`src/rtl/ysyx_22050058_ifu_pkg.sv`:
```
// ---------------------------------------------------------------------------
// ysyx_22050058_ifu_pkg
// Shared constants for the instruction fetch unit: bus widths, the zero
// word, chip-enable levels and the IFU state encodings.
// ---------------------------------------------------------------------------
package ysyx_22050058_ifu_pkg;

   localparam int INST_ADDR_W = 32;   // byte address bus width
   localparam int INST_W      = 32;   // instruction bus width

   localparam logic [INST_W-1:0] ZERO_WORD = 32'h0000_0000;

   localparam logic CHIP_ENABLE  = 1'b1;
   localparam logic CHIP_DISABLE = 1'b0;

   // IFU state encodings
   localparam logic [1:0] IFU_IDLE  = 2'd0;
   localparam logic [1:0] IFU_FETCH = 2'd1;
   localparam logic [1:0] IFU_HALT  = 2'd2;
   localparam logic [1:0] IFU_ERR   = 2'd3;

endpackage

```
`src/rtl/ysyx_22050058_ifu.sv`:
```
// ---------------------------------------------------------------------------
// ysyx_22050058_ifu
// Instruction fetch unit. Holds the PC, reads the combinational instruction
// ROM and presents one instruction at a time to decode over a valid/ready
// handshake. Supports redirects, a halt request and a sticky error on a
// misaligned redirect target.
//
// Ports
//   clk            : clock, rising edge
//   rst            : synchronous active-high reset
//   rom_ce         : ROM chip enable (asserted on a fetch cycle)
//   rom_addr       : ROM byte address (= PC)
//   rom_inst       : ROM read data, same cycle as rom_addr
//   redirect_valid : redirect request (branch/jump/trap)
//   redirect_pc    : redirect target
//   halt           : stop fetching
//   out_valid      : instruction held for decode
//   out_ready      : decode accepts the held instruction
//   out_pc         : PC of the held instruction
//   out_inst       : the held instruction
//   fetch_err      : sticky misaligned-redirect flag
//   fetch_cnt      : count of instructions handed to decode
// ---------------------------------------------------------------------------
module ysyx_22050058_ifu
   import ysyx_22050058_ifu_pkg::*;
#(
   parameter logic [INST_ADDR_W-1:0] RESET_PC = 32'h8000_0000
) (
   input  logic                   clk,
   input  logic                   rst,
   output logic                   rom_ce,
   output logic [INST_ADDR_W-1:0] rom_addr,
   input  logic [INST_W-1:0]      rom_inst,
   input  logic                   redirect_valid,
   input  logic [INST_ADDR_W-1:0] redirect_pc,
   input  logic                   halt,
   output logic                   out_valid,
   input  logic                   out_ready,
   output logic [INST_ADDR_W-1:0] out_pc,
   output logic [INST_W-1:0]      out_inst,
   output logic                   fetch_err,
   output logic [31:0]            fetch_cnt
);

   logic [1:0]             r_state;
   logic [INST_ADDR_W-1:0] r_pc;
   logic                   r_out_valid;
   logic [INST_ADDR_W-1:0] r_out_pc;
   logic [INST_W-1:0]      r_out_inst;
   logic                   r_fetch_err;
   logic [31:0]            r_fetch_cnt;

   logic w_fetch;
   logic w_handshake;

   // A fetch happens only when the output slot is free or being drained this
   // cycle; redirect and halt both suppress it.
   assign w_fetch = !rst && (r_state == IFU_FETCH) && !redirect_valid && !halt &&
                    (!r_out_valid || out_ready);
   assign w_handshake = r_out_valid && out_ready;

   assign rom_ce    = w_fetch ? CHIP_ENABLE : CHIP_DISABLE;
   assign rom_addr  = r_pc;
   assign out_valid = r_out_valid;
   assign out_pc    = r_out_pc;
   assign out_inst  = r_out_inst;
   assign fetch_err = r_fetch_err;
   assign fetch_cnt = r_fetch_cnt;

   always_ff @(posedge clk) begin
      if (rst) begin
         r_state     <= IFU_IDLE;
         r_pc        <= RESET_PC;
         r_out_valid <= 1'b0;
         r_out_pc    <= '0;
         r_out_inst  <= ZERO_WORD;
         r_fetch_err <= 1'b0;
         r_fetch_cnt <= '0;
      end else begin
         // A handshake is counted in every state, including when a redirect
         // or halt lands in the same cycle.
         if (w_handshake) r_fetch_cnt <= r_fetch_cnt + 32'd1;

         case (r_state)
            IFU_IDLE: r_state <= IFU_FETCH;

            IFU_FETCH: begin
               if (redirect_valid) begin
                  r_out_valid <= 1'b0;
                  if (redirect_pc[1:0] != 2'b00) begin
                     r_state     <= IFU_ERR;
                     r_fetch_err <= 1'b1;
                  end else begin
                     r_pc <= redirect_pc;
                  end
               end else if (halt) begin
                  // Held instruction survives until decode takes it.
                  r_state <= IFU_HALT;
                  if (w_handshake) r_out_valid <= 1'b0;
               end else if (w_fetch) begin
                  r_out_valid <= 1'b1;
                  r_out_pc    <= r_pc;
                  r_out_inst  <= rom_inst;
                  r_pc        <= r_pc + 32'd4;
               end else if (w_handshake) begin
                  r_out_valid <= 1'b0;
               end
            end

            IFU_HALT: begin
               if (w_handshake) r_out_valid <= 1'b0;
            end

            default: ;   // ERR: frozen until reset
         endcase
      end
   end

endmodule

```
`config.mk`:
```
export PLATFORM = sky130hd
export DESIGN_NAME = ysyx_22050058_ifu
export DESIGN_NICKNAME = d
export VERILOG_FILES = /design/src/rtl/ysyx_22050058_ifu_pkg.sv /design/src/rtl/ysyx_22050058_ifu.sv
export SDC_FILE = /design/constraint.sdc
export NUM_CORES = 1
export LEC_CHECK = 0
export BUFFER_PORTS_ARGS = -buffer_cell sky130_fd_sc_hd__buf_2
export CAP_MARGIN = 10
export CORE_MARGIN = 5
export CORE_UTILIZATION = 51
export CTS_BUF_LIST = sky130_fd_sc_hd__clkbuf_16
export DETAILED_ROUTE_END_ITERATION = 8
export HOLD_SLACK_MARGIN = 0.02
export PLACE_DENSITY_LB_ADDON = 0.3
export SYNTH_ARGS = -nofsm -noshare
export SYNTH_HDL_FRONTEND = slang
export SYNTH_SLANG_ARGS = --single-unit
```
`constraint.sdc`:
```
create_clock -name clk -period 2.3 [get_ports clk]
set_input_delay 0 -clock clk [delete_from_list [all_inputs] [get_ports clk]]
set_output_delay 0 -clock clk [all_outputs]
set_load 0.03 [all_outputs]
```
Word level (Yosys, flattened, before mapping):

Index checks and enable logic that the tools add are counted.

* register bits: 132
* input bits: 69
* output and inout bits: 131
* logic and storage cells: 50

* add/sub/neg operators: 2
* equal/unequal tests: 6
* mux-type cells: 14
* bitwise gates (word level): 2
* reduce and logical (&&, ||, !) cells: 19

Operators with widths (number)
* $mux 32: 4
* $add 32x1->32 const B: 1
* $add 32x3->32 const B: 1
* $reduce_and 4->1: 2
* $reduce_bool 2->1: 4
* $mux 2: 3
* $reduce_and 3->1: 2
* $logic_and 1x1->1: 5
* $mux 1: 5
* $logic_not 1->1: 4
* $ne 2x2->1 const B: 2
* $pmux 2 s2: 1
* $ne 3x2->1 const B: 1
* $ne 3x3->1 const B: 1
* $eq 2x1->1 const B: 1
* $eq 2x2->1 const B: 1
* $logic_not 2->1: 1
* $not 1->1: 2
* $pmux 1 s2: 1
* $logic_or 1x1->1: 1

Logic depth before layout (Yosys ltp):

* word-level depth: 9
* gate-level depth with buffers: 9
* mapped depth without buffers: 7

Worst setup path after synthesis:

Ideal clock, no wire load.

* path kind: reg-to-reg
* start point: reg r_pc[2], in the netlist rom_addr[2]
* end point: reg r_pc[30], in the netlist rom_addr[30]
* data arrival time: 2025 ps
* data required time: 2221 ps
* setup slack: 196 ps
* stages on the path, launching flop included: 6
* buffers on the path: 0
* period minus slack after synthesis: 2104 ps
* cells stage by stage: dfxtp_1 > ha_1 > nand2_1 > or4_4 > or4_1 > o211ai_1

* cells in the longest elaborated chain, start to end: 4

RTL lines
* start, declared: RTL line ysyx_22050058_ifu.sv:46 `logic [INST_ADDR_W-1:0] r_pc;`
* start signal, assigned: RTL line ysyx_22050058_ifu.sv:94 `r_pc <= redirect_pc;`
* start signal, assigned: RTL line ysyx_22050058_ifu.sv:104 `r_pc <= r_pc + 32'd4;`
* $add 32x3->32: RTL line ysyx_22050058_ifu.sv:104
* $mux 32: RTL line ysyx_22050058_ifu.sv:100 `end else if (w_fetch) begin`
* $mux 32: RTL line ysyx_22050058_ifu.sv:96 `end else if (halt) begin`
* $mux 32: RTL line ysyx_22050058_ifu.sv:88 `if (redirect_valid) begin`

No other way between the ends. The select of a mux whose other input is x is not followed.
A chain may end at the register's enable or synchronous reset.

Worst setup path in the final report:

* start point: reg r_state[1]
* end point: out rom_ce

* cells in the longest elaborated chain, start to end: 6

RTL lines
* start, declared: RTL line ysyx_22050058_ifu.sv:45 `logic [1:0] r_state;`
* start signal, assigned: RTL line ysyx_22050058_ifu.sv:72 `r_state <= IFU_IDLE;`
* start signal, assigned: RTL line ysyx_22050058_ifu.sv:85 `IFU_IDLE: r_state <= IFU_FETCH;`
* start signal, assigned: RTL line ysyx_22050058_ifu.sv:91 `r_state <= IFU_ERR;`
* $eq 2x1->1: RTL line ysyx_22050058_ifu.sv:58 `assign w_fetch = !rst && (r_state == IFU_FETCH) && !redirect_valid && !halt &&`
* $logic_and 1x1->1 (4 in series): RTL line ysyx_22050058_ifu.sv:58
* $mux 1: RTL line ysyx_22050058_ifu.sv:62 `assign rom_ce = w_fetch ? CHIP_ENABLE : CHIP_DISABLE;`
* end, declared: RTL line ysyx_22050058_ifu.sv:31 `output logic rom_ce,`

No other way between the ends.

==> results.json <==
{
  "drt_iter0_markers": 563,
  "hp-class": "primary input to flip-flop",
  "setup_ws_ns": 0.212,
  "synth.area.top_cells": "dfxtp_1 (44%), nand2_1 (9.6%), nand3_1 (7.3%), a21oi_1 (3.7%), o31ai_1 (2.9%)",
  "first_global_vias": 6316,
  "fin_crit_ns": 2.09,
  "antenna_found_initial": 0,
  "met1_length_um": 7930,
  "insertion_delay_ns": 0.41,
  "power_density_nw_per_um2": 655,
  "netlist_instances": 753,
  "critPathRequiredTime_ns": 2.30,
  "num_vias": 6759,
  "synth_top_cell_by_area": "dfxtp_1",
  "critical_path_arrival_ns": 2.09,
  "grt_overflow": 0,
  "clk_pin_slew_ns": 0.06,
  "ys_seq_area_share_pct": 43.8,
  "drive_above_1_share_pct": 26.2,
  "cts.sinks": 132,
  "worst_pin_slew_ns": 0.779,
  "startpoint_type": "flip-flop",
  "cp_max_fo": 22,
  "place_inst": 1063,
  "dp.final_hpwl_um": 12700,
  "synth_top_flop_cell": "dfxtp_1",
  "die-area_sq_um": 14100,
  "synth_edf_count": 0,
  "grt_pass1_wl_um": 32200,
  "fp-row-count": 39,
  "worstSetupPathType": "flip-flop to primary output",
  "power_mw": 5.48,
  "relSlewSlack_pct": 48.1,
  "wl_met3_um": 1520,
  "nets": 1073,
  "stdcell_count": 1154,
  "avgSynthCellArea_sq_um": 8.02,
  "drt_wl_total_um": 19800,
  "grt_setup_unrepaired": "false",
  "yosys_warnings": 0,
  "drv_cap": 0,
  "dr.pass1.iters": 5,
  "finalMaxSlewViolations": 0,
  "finalSetupViolCount": 0,
  "num_antenna_cells": 0,
  "numCtsBuffers": 17,
  "cts_tree": "done",
  "place_ws_ns": -0.0353,
  "drc": 0,
  "ir_drop_uv": 565,
  "htreeDepth": 4,
  "top_layer": "met4",
  "yosys_register_bits": 132,
  "met2_length_um": 9700,
  "p_leak_nw": 3.79,
  "start_util_pct": 52.4,
  "vias_per_cell": 5.86,
  "synthArstFlopShare_pct": 0,
  "numPortBuffers": 199,
  "cp-end-kind": "primary output",
  "status": "finished clean",
  "clock_path_buffers": 2,
  "final-hold-violation-count": 0,
  "synth_nets": 827,
  "area_growth_pct": 38.3,
  "track_usage_pct": 27.5,
  "antenna_left": 0,
  "core_area_sq_um": 11500,
  "syn-cell-area_sq_um": 6040,
  "synth_top_area_share_pct": 43.8,
  "die_height_um": 119,
  "die_w_um": 119,
  "fin_crit_sh_pct": 90.8,
  "wl_per_cell_um": 17.1,
  "grt_start_max_net_pins": 39,
  "final.setup_skew_ns": 0.00599,
  "cts_root_buf": "clkbuf_16",
  "ys_types": 63,
  "io_pins": 200,
  "fmax_mhz": 479,
  "gp_congestion": 0.888
}
kinds of logic after synthesis:
kind of cell,share of synthesized area [%]
DFF,43.8
xor gates and xnor gates,1.45
muxes,0.331
and+or+nand+nor,31.4
AOI/OAI and AO/OA,16.6
buffers and inverters,5.39
adders and majority gates,1.04
state kept, by name, indices dropped and copies added, names as in the netlist:
| signal | cells |
|---|---|
| fetch_cnt | 32 |
| out_inst | 32 |
| out_pc | 32 |
| rom_addr | 32 |
| r_state | 2 |
| fetch_err | 1 |
| out_valid | 1 |
per-stage QoR:
| stage | area (sq um) | TNS, ns | util (%) | hold slack (ns) |
|---|---|---|---|---|
| after floorplan | 6040 | 0 | - | 0.0989 |
| after global placement | 7200 | 0 | 62.5 | 0.184 |
| after detailed placement | 7200 | -0.0353 | 62.5 | 0.188 |
| after CTS | 8330 | 0 | 72.3 | 0.0250 |
| after global routing | 8360 | 0 | 72.6 | 0.0648 |
| final | 8360 | 0 | 72.6 | 0.0317 |
cells in the mapped netlist, drive strengths merged (2+ instances only):
cell	instances
o32ai	3
o311ai	3
a41o	2
xor2	9
o211ai	3
nor3	10
mux2i	2
a311oi	8
a31o	3
dfxtp	132
o21a	2
a21oi	45
and2	4
and4	10
ha	5
nand4	24
a211oi	8
buf	29
inv	12
nor2b	3
o21ai	24
o22ai	3
clkbuf	33
o221ai	5
nor4	8
a22oi	2
or4	22
nor2	28
a31oi	2
or3	8
nand2	154
nand3	88
and3	13
o2111ai	3
o31ai	23
where the power goes:
part	switching, mW	internal (mW)
combinational	0.365	0.252
sequential	0.0561	2.35
clock	0.915	1.54
total	1.34	4.14
routing by layer:
metal	GRT usage (%)	vias to the layer above
met5	0	-
met4	10.9	0
met3	7.20	56
met2	46.4	320
met1	33.6	3133
li1	-	3250
timing repair:
action                                  CTS  global route
buffers inserted                          0             1
hold buffers                             59             0
endpoints found under the setup margin    7             5
endpoints found under the hold margin    61             0
gates resized for setup                   2             4
cells in the final DEF, fill, tap and decap left out, types with 4 or more instances in the layout:
cell type	synthesis	layout
a211oi_1	8	8
a21oi_1	45	44
a311oi_1	8	8
and2_1	4	4
and3_1	13	13
and4_1	9	9
buf_2	12	199
buf_4	7	28
clkbuf_16	0	17
clkinv_1	1	7
dfxtp_1	132	132
dlygate4sd3_1	0	59
ha_1	5	4
inv_1	12	15
nand2_1	154	153
nand3_1	88	88
nand4_1	23	23
nor2_1	28	28
nor3_1	10	10
nor4_1	8	8
o21ai_0	23	23
o221ai_1	5	5
o31ai_1	23	23
or3_1	8	8
or4_1	21	21
xor2_1	9	9
critical path, stage by stage (launching register included):
cell and delay [ns]:
dfxtp_1 0.31, inv_1 0.13, ha_4 0.20, nor4b_4 0.30, nand2_2 0.18, inv_6 0.17
buf_12 0.17, buf_2 0.21
layout make-up:
| class | instances | area [sq um] |
|---|---|---|
| clock buffers | 17 | 425 |
| clock inverters | 14 | 106 |
| fillers | 930 | 3160 |
| inverters | 13 | 53.8 |
| multi-input cells | 546 | 3090 |
| flip-flops and latches | 132 | 2640 |
| well taps | 143 | 179 |
| repair buffers | 289 | 1860 |
path summary, 6_finish.rpt:
path	cells after the start	startpoint	end	slack, ns
setup / recovery	7	r_state[1]	rom_ce	0.21
hold / removal	4	redirect_pc[28]	rom_addr[28]	0.03
setup reg to reg	7	r_state[1]	rom_addr[21]	0.26
hold reg to reg	2	out_pc[4]	out_pc[4]	0.45
Power figures use the tool's default switching activity.
